<file path="src/rtl/ahb_mem_slave_ctrl_if.sv">
// AHB-Lite slave-side bus bundle for ahb_mem_slave_ctrl.
// The master modport is the interconnect side; the slave modport is the controller.
interface ahb_mem_slave_ctrl_if;
  logic        hsel;
  logic        hready;
  logic [31:0] haddr;
  logic [1:0]  htrans;
  logic        hwrite;
  logic [2:0]  hsize;
  logic        is_signed;
  logic [31:0] hwdata;
  logic [31:0] hrdata;
  logic        hreadyout;
  logic        hresp;

  modport master (
    output hsel, hready, haddr, htrans, hwrite, hsize, is_signed, hwdata,
    input  hrdata, hreadyout, hresp
  );

  modport slave (
    input  hsel, hready, haddr, htrans, hwrite, hsize, is_signed, hwdata,
    output hrdata, hreadyout, hresp
  );
endinterface

</file>
<file path="src/rtl/ahb_mem_slave_ctrl.sv">
// Pipelined AHB-Lite slave fronting one synchronous RAM and one ROM: decode, permission and
// alignment checks, byte-lane strobes, load extension, per-region read wait states, ERROR response.
module ahb_mem_slave_ctrl #(
  parameter int unsigned DATA_W   = 32,
  parameter logic [31:0] RAM_BASE = 32'h0000_0000,
  parameter int unsigned RAM_AW   = 10,
  parameter logic [31:0] ROM_BASE = 32'h1000_0000,
  parameter int unsigned ROM_AW   = 10,
  parameter int unsigned RAM_WAIT = 0,
  parameter int unsigned ROM_WAIT = 2
) (
  input  logic                hclk,
  input  logic                hresetn,
  ahb_mem_slave_ctrl_if.slave bus,
  output logic                ram_rd_en,
  output logic                ram_wr_en,
  output logic [3:0]          ram_be,
  output logic [RAM_AW-1:0]   ram_addr,
  output logic [DATA_W-1:0]   ram_wdata,
  input  logic [DATA_W-1:0]   ram_rdata,
  output logic                rom_rd_en,
  output logic [ROM_AW-1:0]   rom_addr,
  input  logic [DATA_W-1:0]   rom_rdata,
  output logic [7:0]          err_cnt
);

  typedef enum logic [2:0] {
    StIdle, StWr, StRdReq, StRdWait, StRdData, StErr1, StErr2
  } state_e;

  localparam logic [31:0] RamMask = ~((32'd4 << RAM_AW) - 32'd1);
  localparam logic [31:0] RomMask = ~((32'd4 << ROM_AW) - 32'd1);

  state_e              state_q, state_d;
  logic [3:0]          wait_q, wait_d;
  logic [1:0]          lane_q, size_q;
  logic                sgn_q, rom_sel_q;
  logic                ram_rd_en_q, ram_wr_en_q, rom_rd_en_q;
  logic [3:0]          ram_be_q;
  logic [RAM_AW-1:0]   ram_addr_q;
  logic [ROM_AW-1:0]   rom_addr_q;
  logic [DATA_W-1:0]   hrdata_q, rd_ext;
  logic [7:0]          err_cnt_q;

  logic        ready, accept, hit_ram, hit_rom, bad_size, misalign, err_req;
  logic [31:0] ram_off, rom_off;
  logic [3:0]  be;

  function automatic logic [31:0] load_ext(input logic [31:0] w, input logic [1:0] lane,
                                           input logic [1:0] sz, input logic sgn);
    logic [7:0]  b;
    logic [15:0] h;
    logic [31:0] r;
    b = 8'(w >> {lane, 3'b000});
    h = lane[1] ? w[31:16] : w[15:0];
    case (sz)
      2'd0:    r = {{24{sgn & b[7]}}, b};
      2'd1:    r = {{16{sgn & h[15]}}, h};
      default: r = w;
    endcase
    return r;
  endfunction

  // Transfers are only taken in cycles that end a data phase (or idle).
  assign ready  = (state_q == StIdle) || (state_q == StWr) || (state_q == StRdData) ||
                  (state_q == StErr2);
  assign accept = bus.hsel & bus.hready & bus.htrans[1] & ready;

  assign ram_off  = bus.haddr - RAM_BASE;
  assign rom_off  = bus.haddr - ROM_BASE;
  assign hit_ram  = (bus.haddr & RamMask) == RAM_BASE;
  assign hit_rom  = (bus.haddr & RomMask) == ROM_BASE;
  assign bad_size = bus.hsize > 3'd2;
  assign misalign = ((bus.hsize == 3'd1) && bus.haddr[0]) ||
                    ((bus.hsize == 3'd2) && (bus.haddr[1:0] != 2'b00));
  assign err_req  = bad_size | misalign | ~(hit_ram | hit_rom) | (hit_rom & bus.hwrite);

  always_comb begin
    be = 4'h0;
    case (bus.hsize)
      3'd0:    be = 4'b0001 << bus.haddr[1:0];
      3'd1:    be = 4'b0011 << bus.haddr[1:0];
      default: be = 4'hF;
    endcase
  end

  always_comb begin
    state_d = state_q;
    wait_d  = wait_q;
    unique case (state_q)
      StRdReq: begin
        wait_d  = rom_sel_q ? 4'(ROM_WAIT) : 4'(RAM_WAIT);
        state_d = (wait_d != 4'd0) ? StRdWait : StRdData;
      end
      StRdWait: begin
        if (wait_q <= 4'd1) state_d = StRdData;
        else                wait_d  = wait_q - 4'd1;
      end
      StErr1:  state_d = StErr2;
      default: state_d = state_q;
    endcase
    if (ready) begin
      if (!accept)         state_d = StIdle;
      else if (err_req)    state_d = StErr1;
      else if (bus.hwrite) state_d = StWr;
      else                 state_d = StRdReq;
    end
  end

  always_ff @(posedge hclk or negedge hresetn) begin
    if (!hresetn) begin
      state_q     <= StIdle;
      wait_q      <= 4'd0;
      lane_q      <= 2'd0;
      size_q      <= 2'd0;
      sgn_q       <= 1'b0;
      rom_sel_q   <= 1'b0;
      ram_rd_en_q <= 1'b0;
      ram_wr_en_q <= 1'b0;
      rom_rd_en_q <= 1'b0;
      ram_be_q    <= 4'h0;
      ram_addr_q  <= '0;
      rom_addr_q  <= '0;
      hrdata_q    <= '0;
      err_cnt_q   <= 8'd0;
    end else begin
      state_q     <= state_d;
      wait_q      <= wait_d;
      ram_rd_en_q <= 1'b0;
      ram_wr_en_q <= 1'b0;
      rom_rd_en_q <= 1'b0;
      ram_be_q    <= 4'h0;
      if (accept) begin
        lane_q    <= bus.haddr[1:0];
        size_q    <= bus.hsize[1:0];
        sgn_q     <= bus.is_signed;
        rom_sel_q <= hit_rom;
        if (!err_req && hit_ram) begin
          ram_addr_q  <= ram_off[RAM_AW+1:2];
          ram_wr_en_q <= bus.hwrite;
          ram_rd_en_q <= ~bus.hwrite;
          ram_be_q    <= bus.hwrite ? be : 4'h0;
        end else if (!err_req) begin
          rom_addr_q  <= rom_off[ROM_AW+1:2];
          rom_rd_en_q <= 1'b1;
        end
      end
      if (state_q == StRdData) hrdata_q <= rd_ext;
      if ((state_q == StErr2) && (err_cnt_q != 8'hFF)) err_cnt_q <= err_cnt_q + 8'd1;
    end
  end

  assign rd_ext = load_ext(rom_sel_q ? rom_rdata : ram_rdata, lane_q, size_q, sgn_q);

  assign bus.hreadyout = ready;
  assign bus.hresp     = (state_q == StErr1) || (state_q == StErr2);
  assign bus.hrdata    = (state_q == StRdData) ? rd_ext : hrdata_q;
  assign ram_rd_en     = ram_rd_en_q;
  assign ram_wr_en     = ram_wr_en_q;
  assign ram_be        = ram_be_q;
  assign ram_addr      = ram_addr_q;
  // Write data is already lane-positioned on the bus and only valid in the data phase.
  assign ram_wdata     = (state_q == StWr) ? bus.hwdata : '0;
  assign rom_rd_en     = rom_rd_en_q;
  assign rom_addr      = rom_addr_q;
  assign err_cnt       = err_cnt_q;

  logic unused_bits;
  assign unused_bits = ^{bus.htrans[0], ram_off[31:RAM_AW+2], ram_off[1:0],
                         rom_off[31:ROM_AW+2], rom_off[1:0]};

endmodule

</file>
<file path="src/flat_wrapper.sv">
// flat-port wrapper written by rule: the top's interface ports become plain ports
module ahb_mem_slave_ctrl_flat 
#(
  parameter int unsigned DATA_W   = 32,
  parameter logic [31:0] RAM_BASE = 32'h0000_0000,
  parameter int unsigned RAM_AW   = 10,
  parameter logic [31:0] ROM_BASE = 32'h1000_0000,
  parameter int unsigned ROM_AW   = 10,
  parameter int unsigned RAM_WAIT = 0,
  parameter int unsigned ROM_WAIT = 2
)
  (hclk, hresetn, ram_rd_en, ram_wr_en, ram_be, ram_addr, ram_wdata, ram_rdata, rom_rd_en, rom_addr, rom_rdata, err_cnt, bus_hsel, bus_hready, bus_haddr, bus_htrans, bus_hwrite, bus_hsize, bus_is_signed, bus_hwdata, bus_hrdata, bus_hreadyout, bus_hresp);
  ahb_mem_slave_ctrl_if bus_i ();
  input  logic hclk;
  input  logic hresetn;
  output logic ram_rd_en;
  output logic ram_wr_en;
  output logic [3:0] ram_be;
  output logic [RAM_AW-1:0] ram_addr;
  output logic [DATA_W-1:0] ram_wdata;
  input  logic [DATA_W-1:0] ram_rdata;
  output logic rom_rd_en;
  output logic [ROM_AW-1:0] rom_addr;
  input  logic [DATA_W-1:0] rom_rdata;
  output logic [7:0] err_cnt;
  input wire logic [$bits(bus_i.hsel)-1:0] bus_hsel;
  input wire logic [$bits(bus_i.hready)-1:0] bus_hready;
  input wire logic [$bits(bus_i.haddr)-1:0] bus_haddr;
  input wire logic [$bits(bus_i.htrans)-1:0] bus_htrans;
  input wire logic [$bits(bus_i.hwrite)-1:0] bus_hwrite;
  input wire logic [$bits(bus_i.hsize)-1:0] bus_hsize;
  input wire logic [$bits(bus_i.is_signed)-1:0] bus_is_signed;
  input wire logic [$bits(bus_i.hwdata)-1:0] bus_hwdata;
  output wire logic [$bits(bus_i.hrdata)-1:0] bus_hrdata;
  output wire logic [$bits(bus_i.hreadyout)-1:0] bus_hreadyout;
  output wire logic [$bits(bus_i.hresp)-1:0] bus_hresp;
  assign bus_i.hsel = bus_hsel;
  assign bus_i.hready = bus_hready;
  assign bus_i.haddr = bus_haddr;
  assign bus_i.htrans = bus_htrans;
  assign bus_i.hwrite = bus_hwrite;
  assign bus_i.hsize = bus_hsize;
  assign bus_i.is_signed = bus_is_signed;
  assign bus_i.hwdata = bus_hwdata;
  assign bus_hrdata = bus_i.hrdata;
  assign bus_hreadyout = bus_i.hreadyout;
  assign bus_hresp = bus_i.hresp;
  ahb_mem_slave_ctrl #(.DATA_W(DATA_W), .RAM_BASE(RAM_BASE), .RAM_AW(RAM_AW), .ROM_BASE(ROM_BASE), .ROM_AW(ROM_AW), .RAM_WAIT(RAM_WAIT), .ROM_WAIT(ROM_WAIT)) u_core (.hclk(hclk), .hresetn(hresetn), .bus(bus_i), .ram_rd_en(ram_rd_en), .ram_wr_en(ram_wr_en), .ram_be(ram_be), .ram_addr(ram_addr), .ram_wdata(ram_wdata), .ram_rdata(ram_rdata), .rom_rd_en(rom_rd_en), .rom_addr(rom_addr), .rom_rdata(rom_rdata), .err_cnt(err_cnt));
endmodule
</file>
<file path="config.mk">
export PLATFORM = sky130hd
export DESIGN_NAME = ahb_mem_slave_ctrl_flat
export DESIGN_NICKNAME = d
export VERILOG_FILES = /design/src/rtl/ahb_mem_slave_ctrl_if.sv /design/src/rtl/ahb_mem_slave_ctrl.sv /design/src/flat_wrapper.sv
export SDC_FILE = /design/constraint.sdc
export NUM_CORES = 1
export LEC_CHECK = 0
export CORE_MARGIN = 10
export CORE_UTILIZATION = 37
export CTS_CLUSTER_SIZE = 20
export DETAILED_ROUTE_END_ITERATION = 8
export PLACE_DENSITY_LB_ADDON = 0.05
export SLEW_MARGIN = 25
export SYNTH_ARGS = -nofsm -noshare
export SYNTH_HDL_FRONTEND = slang
export SYNTH_SLANG_ARGS = --single-unit
</file>
<file path="constraint.sdc">
create_clock -name hclk -period 2.1 [get_ports hclk]
set_input_delay 0.315 -clock hclk [delete_from_list [all_inputs] [get_ports hclk]]
set_output_delay 0.315 -clock hclk [all_outputs]
set_load 0.03 [all_outputs]
</file>
==> metrics.txt, run 1 <==
status=complete, but fails checks; failing checks=setup timing; Lkg Pwr=3.829 nW; Synth cell types=49; Worst-path clk slew=70 ps; minimum clock period=2677 ps; Synth Flop Type=dfrtp_1; via count=4919; PwrDens=1034 mW/mm2; Area Overhead vs Synth=85.73%; reg2reg path depth=7; vias in the first global route=5146; Post-synth EDFFs=0; HPWL after DPL=14.21 mm; Yosys top cell by area=dfrtp_1; initial core utilization=37.79%; critical path class=flip-flop to output port; final core utilization=70.20%; worst ir drop on vdd=0.5556 mV; antenna-violating nets left=0; TritonCTS buffer count=9; num rows=41; clk_skew=10.54 ps; setup TNS=-15920 ps; register area share after synthesis=41.97%; width of the die=133.5 um; area share of the leading cell type in the synthesized netlist=41.97%; syn_nets=585; largest cells by area after synthesis=dfrtp_1 42%, mux2_2 8.3%, mux4_2 8.0%, mux2i_1 6.7%, and2_1 4.3%; post-DR vias/cell=5.267; Seq cells post-synth=80; final WL=18.88 mm; CTS sink count=80; clk buf depth=2; final period utilization=127.5%; grt total ovfl=0; Total Nets Final=899; worst setup margin=-577.1 ps; routability cong.=0.8585; wire per inst=20.22 um; max-capacitance violation count=0; Async SR Flop Fraction=100.0%; RR Endpoint=u_core.hrdata_q[17]; Slew Viols, Final=0; CP Data Required Time=1780 ps; Clk Latency, worst-skew pair=350 ps; Max FO, Critical Path=5; root buffer cell=clkbuf_16; CP most frequent cell=buf_6; crit path launch type=flip-flop; setup violators final=32; yosys warns=0; CP peak stage delay=530 ps; # port buffers=238; initial DRC count=272; Antenna Cells=0; DR pass1 iterations=5; fraction of layout cells with a size suffix above 1=38.06%; Core Box Area=0.01262 mm2; worst slew pin tran=646.2 ps; largest net degree at the start of global routing=50; H-tree depth=3; Syn Inst Count=443; Boundary Pins=240; cell area after synthesis=0.004770 mm2; Crit-path slowest cell=mux4_2; RSZ-0062 raised after global routing=true; # DRC=0; CP endpoint kind=output port; initial antenna violation count=0; Rel. slew slack=56.85%; CTS tree=built; reg2reg setup slack=40 ps; synthesized area per cell=10.77 um2; worst flop-to-flop path startpoint=u_core.rom_sel_q; CP Cell Sequence=buf_6 > mux4_2 > mux2i_4 > nor4_4 > buf_6 > a221o_1 > buf_12; Fillers=961; worst hold-check path type=primary input to asynchronous set/reset pin; Die H=133.5 um; Tot GR Track Use=19.91%; final count of hold timing violations=0; critical path arrival=2360 ps; fmax=373.5 MHz; Die Area=0.01783 mm2; first-pass GRT wire length=28.17 mm
## timing repair
item	4_1_cts	5_1_grt
hold endpoints to repair	31	0
setup endpoints to repair	47	51
hold buffers	1	0
pin swaps	17	16
resized for setup	81	37
cloned	2	2
setup buffers	8	17
## power by group
group | switching, W | leakage, nW | internal, W | total [W]
logic | 0.00287 | 2.64 | 0.00270 | 0.00557
clock network | 0.000696 | 0.144 | 0.000850 | 0.00155
registers | 0.000155 | 1.04 | 0.00189 | 0.00204
total | 0.00372 | 3.83 | 0.00544 | 0.00916
## cells in the final DEF (no fill, tap or decap), types with 4 or more instances in the layout
master	count
a21oi_1	22
nor2b_1	7
o22ai_1	4
nor4_1	4
mux2i_1	30
buf_4	114
nand2_1	17
buf_12	23
inv_1	7
mux2_2	33
a32oi_2	4
clkbuf_16	10
dfrtp_1	77
a211o_1	4
nor3_1	19
inv_6	4
xor2_1	8
nor4_2	5
and2_1	33
buf_6	18
clkdlybuf4s50_1	171
nand2b_1	5
a21oi_2	11
o21ai_0	8
a211o_4	11
mux4_2	17
nor2_1	22
nand3_1	5
## synth_stat cells (2+ instances only)
master / n
mux2_2: 35
xor2_1: 8
nor2b_1: 7
buf_4: 2
nor4_1: 10
dfrtp_1: 80
o22ai_1: 5
nor3b_1: 2
nor2_1: 23
o21ai_0: 8
mux2i_1: 32
inv_1: 7
a32oi_1: 4
or3_1: 2
a221oi_1: 3
nor4_4: 2
o21bai_1: 2
nand2_1: 18
a221o_1: 2
nand3_1: 7
a311oi_1: 2
buf_2: 10
ha_1: 3
nand2b_1: 5
mux4_2: 17
and3_1: 3
a31oi_1: 5
a21oi_1: 34
clkbuf_1: 20
and2_1: 33
a211o_1: 15
o31ai_1: 2
nor3_1: 19
## stage by stage
step	hold WS (ps)	total power, W	setup WS, ps	instances	cell area [um2]
finish	440.1	0.009160	-577.1	934	8859
global route	481.4	0.009589	-633.4	934	8859
CTS	455.9	0.009013	-603.4	915	8516
detailed placement	288.2	0.007235	-806.4	888	8028
global placement	284.7	0.007158	-860.6	887	8020
floorplan	19.41	0.004767	-144.3	443	4972
## cells by family (layout without fill, tap and decap cells)
logic type                 after synthesis  after routing  share of synthesized area (%)
muxes                                   84             84                          23.01
AOI/OAI and AO/OA                       91             91                          12.96
and+or+nand+nor                        137            137                          16.13
DFF                                     80             80                          41.97
buffers and inverters                   39            358                          3.489
xor gates and xnor gates                 9              9                          1.653
adders and majority gates                3              3                         0.7871
## how the worst max path moves through the flow
stage	startpoint	endpoint	depth (start not counted)	slack [ps]
floorplan	u_core.rom_sel_q	bus_hrdata[10]	5	-140
global placement	rom_rdata[31]	bus_hrdata[31]	6	-860
detailed placement	rom_rdata[15]	bus_hrdata[11]	7	-810
CTS	u_core.rom_sel_q	bus_hrdata[2]	6	-600
global route	u_core.rom_sel_q	bus_hrdata[31]	7	-630
finish	u_core.rom_sel_q	bus_hrdata[31]	7	-580
## flip-flops by register name (all words and copies together), names as in the netlist, 2 cells and up
signal	cells
u_core.size_q	2
u_core.wait_q	4
u_core.rom_addr	10
u_core.ram_be	4
u_core.hrdata_q	32
u_core.err_cnt	8
u_core.lane_q	2
u_core.state_q	3
u_core.ram_addr	10
## layer usage
layer / up-vias / GRT usage, % / part of all wire [%]
li1: 2285 / - / -
met1: 2412 / 22.95 / 40
met2: 195 / 34.33 / 51
met3: 27 / 6.992 / 7.6
met4: 0 / 5.079 / 2.1
met5: - / 0 / 0
## layout make-up
| cell class | instances | area [um2] | share of cell area, % |
|---|---|---|---|
| well taps | 172 | 215.2 | 2.429 |
| multi-input cells | 324 | 2968 | 33.50 |
| clock buffers | 10 | 239.0 | 2.698 |
| repair buffers | 335 | 3356 | 37.88 |
| clock inverters | 6 | 48.80 | 0.5508 |
| flip-flops and latches | 80 | 2006 | 22.64 |
| inverters | 7 | 26.28 | 0.2966 |
## critical path: cells and delay by family (launching register included)
family / cells / cell delay, ps
buf+inv: 3 / 440
simple gates: 1 / 80
mux: 2 / 730
compound gates: 1 / 320
flops: 1 / 450
No activity file was read; power rests on OpenSTA's default activity.
==> run 2: changes to the inputs <==
- CORE_UTILIZATION: 37 -> 58
- DONT_BUFFER_PORTS: unset -> 1
==> metrics.txt, run 2 (synthesis gave the netlist of run 1 again) <==
status=complete, but fails checks; failing checks=hold timing, setup timing; initial core utilization=58.94%; grt total ovfl=0; via count=3999; Die Area=0.01225 mm2; reg2reg setup slack=20 ps; setup TNS=-13410 ps; Clk Latency, worst-skew pair=360 ps; GRT busiest layer=met2; PwrDens=1175 mW/mm2; num rows=33; Tot Pwr=0.007338 W; RSZ-0062 raised after global routing=true; met2 usage=44.38%; clk_skew=18.03 ps; final WL=16.69 mm; Max FO, Critical Path=8; fmax=381.9 MHz; max reg flops=32; initial DRC count=264; H-tree depth=3; crit path launch type=flip-flop; CTS tree=built; CP most frequent cell=buf_12; Total Nets Final=628; HPWL after DPL=12.41 mm; wire per inst=27.95 um; fraction of layout cells with a size suffix above 1=39.92%; Boundary Pins=240; CP endpoint kind=output port; Lkg Pwr=2.612 nW; post-DR vias/cell=6.698; worst hold-check path type=primary input to asynchronous set/reset pin; commonest non-fill, non-tap cell in the layout=dfrtp_1; Setup WS pre-CTS=-377.3 ps; vias in the first global route=4162; CP peak stage delay=540 ps; final period utilization=124.7%; Area Overhead vs Synth=30.95%; critical path arrival=2300 ps; critical path class=flip-flop to output port; reg2reg path depth=6; largest net degree at the start of global routing=81; antenna-violating nets left=0; Rel. slew slack=38.19%; Largest Register=u_core.hrdata_q; TritonCTS buffer count=9; Core Box Area=0.008093 mm2; Slew Viols, Final=0; Crit-path slowest cell=mux4_2; initial antenna violation count=1; CP top delay family=compound AO/OA/AOI/OAI gates; final core utilization=77.18%; Buf/Inv on CP=2; # port buffers=0; worst ir drop on vdd=0.8988 mV; # DRC=0; met1 usage=26.37%; first-pass GRT wire length=24.96 mm; worst setup margin=-518.3 ps; Hold Worst Slack=-372.0 ps; root buffer cell=clkbuf_8; CP Data Required Time=1780 ps; Tot GR Track Use=25.49%; minimum clock period=2618 ps; routability cong.=0.9063; most frequent cells in the layout=79 x dfrtp_1, 33 x mux2_2, 33 x buf_4; final count of hold timing violations=80; max-capacitance violation count=0; clk buf depth=2; CTS sink count=80; worst slew pin tran=915.5 ps; setup violators final=32; worst flop-to-flop path startpoint=u_core.rom_sel_q; DR pass1 iterations=5; Die H=110.7 um; Worst-path clk slew=100 ps; CP Cell Sequence=buf_12 > mux4_2 > a2bb2oi_2 > a211oi_4 > buf_12 > a21oi_4; RR Endpoint=u_core.hrdata_q[13]; met3 usage in global routing=10.55%; width of the die=110.7 um
==> run 2: worst max-delay path by stage <==
| stage | from | endpoint | slack, ps | depth (start not counted) |
|---|---|---|---|---|
| 2_1_floorplan | u_core.rom_sel_q | bus_hrdata[10] | -140 | 5 |
| 3_3_place_gp | u_core.rom_sel_q | bus_hrdata[31] | -530 | 4 |
| 3_5_place_dp | u_core.rom_sel_q | bus_hrdata[5] | -380 | 5 |
| 4_1_cts | u_core.rom_sel_q | bus_hrdata[13] | -480 | 6 |
| 5_1_grt | u_core.rom_sel_q | bus_hrdata[13] | -590 | 6 |
| 6_report | u_core.rom_sel_q | bus_hrdata[13] | -520 | 6 |
==> run 2: what timing repair did <==
item	4_1_cts	5_1_grt
cloned	3	2
pin swaps	21	4
setup endpoints to repair	49	75
resized for setup	40	30
hold endpoints to repair	80	80
setup buffers	6	2
==> run 2: power breakdown <==
group	internal [W]	leakage (nW)	switching [W]
Sequential	0.00188	1.04	0.000145
Clock	0.000677	0.103	0.000639
Combinational	0.00139	1.46	0.00261
Total	0.00395	2.61	0.00339
==> run 2: routing by layer <==
| layer | part of all wire, % | vias up | routed length [um] |
|---|---|---|---|
| li1 | - | 1736 | - |
| met1 | 34 | 1985 | 5654 |
| met2 | 52 | 237 | 8739 |
| met3 | 11 | 41 | 1798 |
| met4 | 3.0 | 0 | 493 |
| met5 | 0 | - | 0 |
==> run 2: layout make-up <==
type	instances	area (um2)
antenna	1	2.502
clock buffer	10	127.6
clock inverter	6	92.59
fill	535	1847
inverter	7	26.28
multi-input combinational	324	3027
sequential	80	2003
tap	105	131.4
timing repair buffer	64	835.8
==> run 2: metrics by stage <==
step           std cells  cell area, um2
4_1_cts              592            6108
2_1_floorplan        443            4972
6_report             597            6246
3_3_place_gp         566            5537
5_1_grt              597            6246
3_5_place_dp         567            5544
==> run 3: changes to the inputs <==
- CELL_PAD_IN_SITES_DETAIL_PLACEMENT: unset -> 1
- CELL_PAD_IN_SITES_GLOBAL_PLACEMENT: unset -> 2
- CORE_UTILIZATION: 58 -> 34
==> metrics.txt, run 3 (synthesis gave the netlist of run 1 again) <==
vias in the first global route=4239; Tot GR Track Use=17.02%; initial DRC count=204; worst flop-to-flop path startpoint=u_core.rom_sel_q; Lkg Pwr=2.747 nW; PwrDens=1233 mW/mm2; # port buffers=0; reg2reg path depth=8; num rows=43; Total Nets Final=646; largest net degree at the start of global routing=81; worst ir drop on vdd=0.5267 mV; final WL=17.56 mm; crit path launch type=flip-flop; reg2reg setup slack=-40 ps; final period utilization=125.4%; final count of hold timing violations=80; post-DR vias/cell=5.586; Die Area=0.01917 mm2; CP Cell Sequence=buf_12 > buf_6 > mux4_2 > mux2_4 > a221oi_4 > nor2_4; root buffer cell=clkbuf_16; clk_skew=6.319 ps; Area Overhead vs Synth=37.51%; first-pass GRT wire length=26.23 mm; H-tree depth=3; CTS tree=built; final core utilization=47.43%; worst hold-check path type=primary input to asynchronous set/reset pin; Clk Latency, worst-skew pair=350 ps; wire per inst=25.45 um; # DRC=0; Fillers=1417; CTS sink count=80; CP Data Required Time=1780 ps; fmax=379.6 MHz; width of the die=138.4 um; Largest Register=u_core.hrdata_q; most frequent cells in the layout=79 x dfrtp_1, 60 x buf_4, 32 x mux2_2, 32 x and2_2, 28 x mux2i_1; Hold Worst Slack=-341.9 ps; grt total ovfl=0; HPWL after DPL=13.26 mm; Crit-path slowest cell=dfrtp_4; via count=3854; max-capacitance violation count=0; max reg flops=32; setup violators final=35; worst slew pin tran=697.5 ps; commonest non-fill, non-tap cell in the layout=dfrtp_1; critical path arrival=2320 ps; Max FO, Critical Path=4; Rel. slew slack=53.41%; clk buf depth=2; DR pass1 iterations=4; failing checks=hold timing, setup timing; CP endpoint kind=output port; status=complete, but fails checks; worst setup margin=-534.1 ps; minimum clock period=2634 ps; initial antenna violation count=1; initial core utilization=34.49%; critical path class=flip-flop to output port; Boundary Pins=240; Worst-path clk slew=60 ps; Core Box Area=0.01383 mm2; RSZ-0062 raised after global routing=true; TritonCTS buffer count=9; RR Endpoint=u_core.hrdata_q[6]; fraction of layout cells with a size suffix above 1=48.33%; antenna-violating nets left=0; CP peak stage delay=510 ps; Die H=138.4 um; routability cong.=0.7981; Slew Viols, Final=0
run 3: cell count changes in the layout (fill, tap and decap cells not counted), moves of 3 or more:
cell	delta
and2_1	-23
buf_12	-11
and2_2	+23
clkbuf_16	+9
clkbuf_8	-8
a31oi_1	-4
bufbuf_16	-3
buf_4	+27
run 3: worst max path at each step:
stage                                start        endpoint  slack [ps]  cells past startpoint
after floorplan           u_core.rom_sel_q  bus_hrdata[10]        -140                      5
after global placement    u_core.rom_sel_q   bus_hrdata[0]        -250                      5
after detailed placement  u_core.rom_sel_q   bus_hrdata[0]        -240                      5
after CTS                 u_core.rom_sel_q  bus_hrdata[11]        -500                      6
after global routing      u_core.rom_sel_q   bus_hrdata[0]        -580                      6
final                     u_core.rom_sel_q   bus_hrdata[0]        -530                      6
run 3: critical path, delay by kind of cell (launching register included):
kind / cells / cell delay, ps
flip-flops: 1 / 510
AO/OA/AOI/OAI: 1 / 300
buffers and inverters: 2 / 250
multiplexers: 2 / 770
AND/OR/NAND/NOR: 1 / 130
run 3: what timing repair did:
action	4_1_cts	5_1_grt
endpoints found under the hold margin	80	80
endpoints found under the setup margin	58	77
resized for setup	50	59
gates cloned	0	1
buffers inserted	4	21
pin swaps	24	12
run 3: layout make-up:
type                            instances  area (um2)  share of cell area (%)
Timing Repair Buffer                   82       783.3                   11.94
Multi-Input combinational cell        324        3183                   48.53
Inverter                                7       30.03                  0.4578
Clock buffer                           10       239.0                   3.644
Antenna cell                            1       2.502                 0.03815
Clock inverter                          6       90.09                   1.374
Tap cell                              180       225.2                   3.434
Sequential cell                        80        2006                   30.58
run 3: power breakdown:
part / leakage, nW / total [W] / switching (W) / internal, W
Clock: 0.159 / 0.00175 / 0.000666 / 0.00108
Combinational: 1.54 / 0.00431 / 0.00274 / 0.00157
Sequential: 1.04 / 0.00203 / 0.000145 / 0.00189
run 3: layer usage:
metal  track usage [%]  part of all wire, %
met3             7.877                  9.1
met1             16.92                   34
met5                 0                    0
met2             31.50                   55
met4             3.663                  1.6
run 3: metrics by stage:
step	TNS (ps)	power (W)	setup slack [ps]	instances	instance area, um2
4_1_cts	-13210	0.007976	-495.7	667	6182
3_5_place_dp	-7063	0.005727	-242.7	647	5540
3_3_place_gp	-5793	0.005664	-246.7	647	5540
5_1_grt	-16500	0.008503	-580.0	689	6556
6_report	-14490	0.008090	-534.1	690	6559
2_1_floorplan	-1059	0.004767	-144.3	443	4972
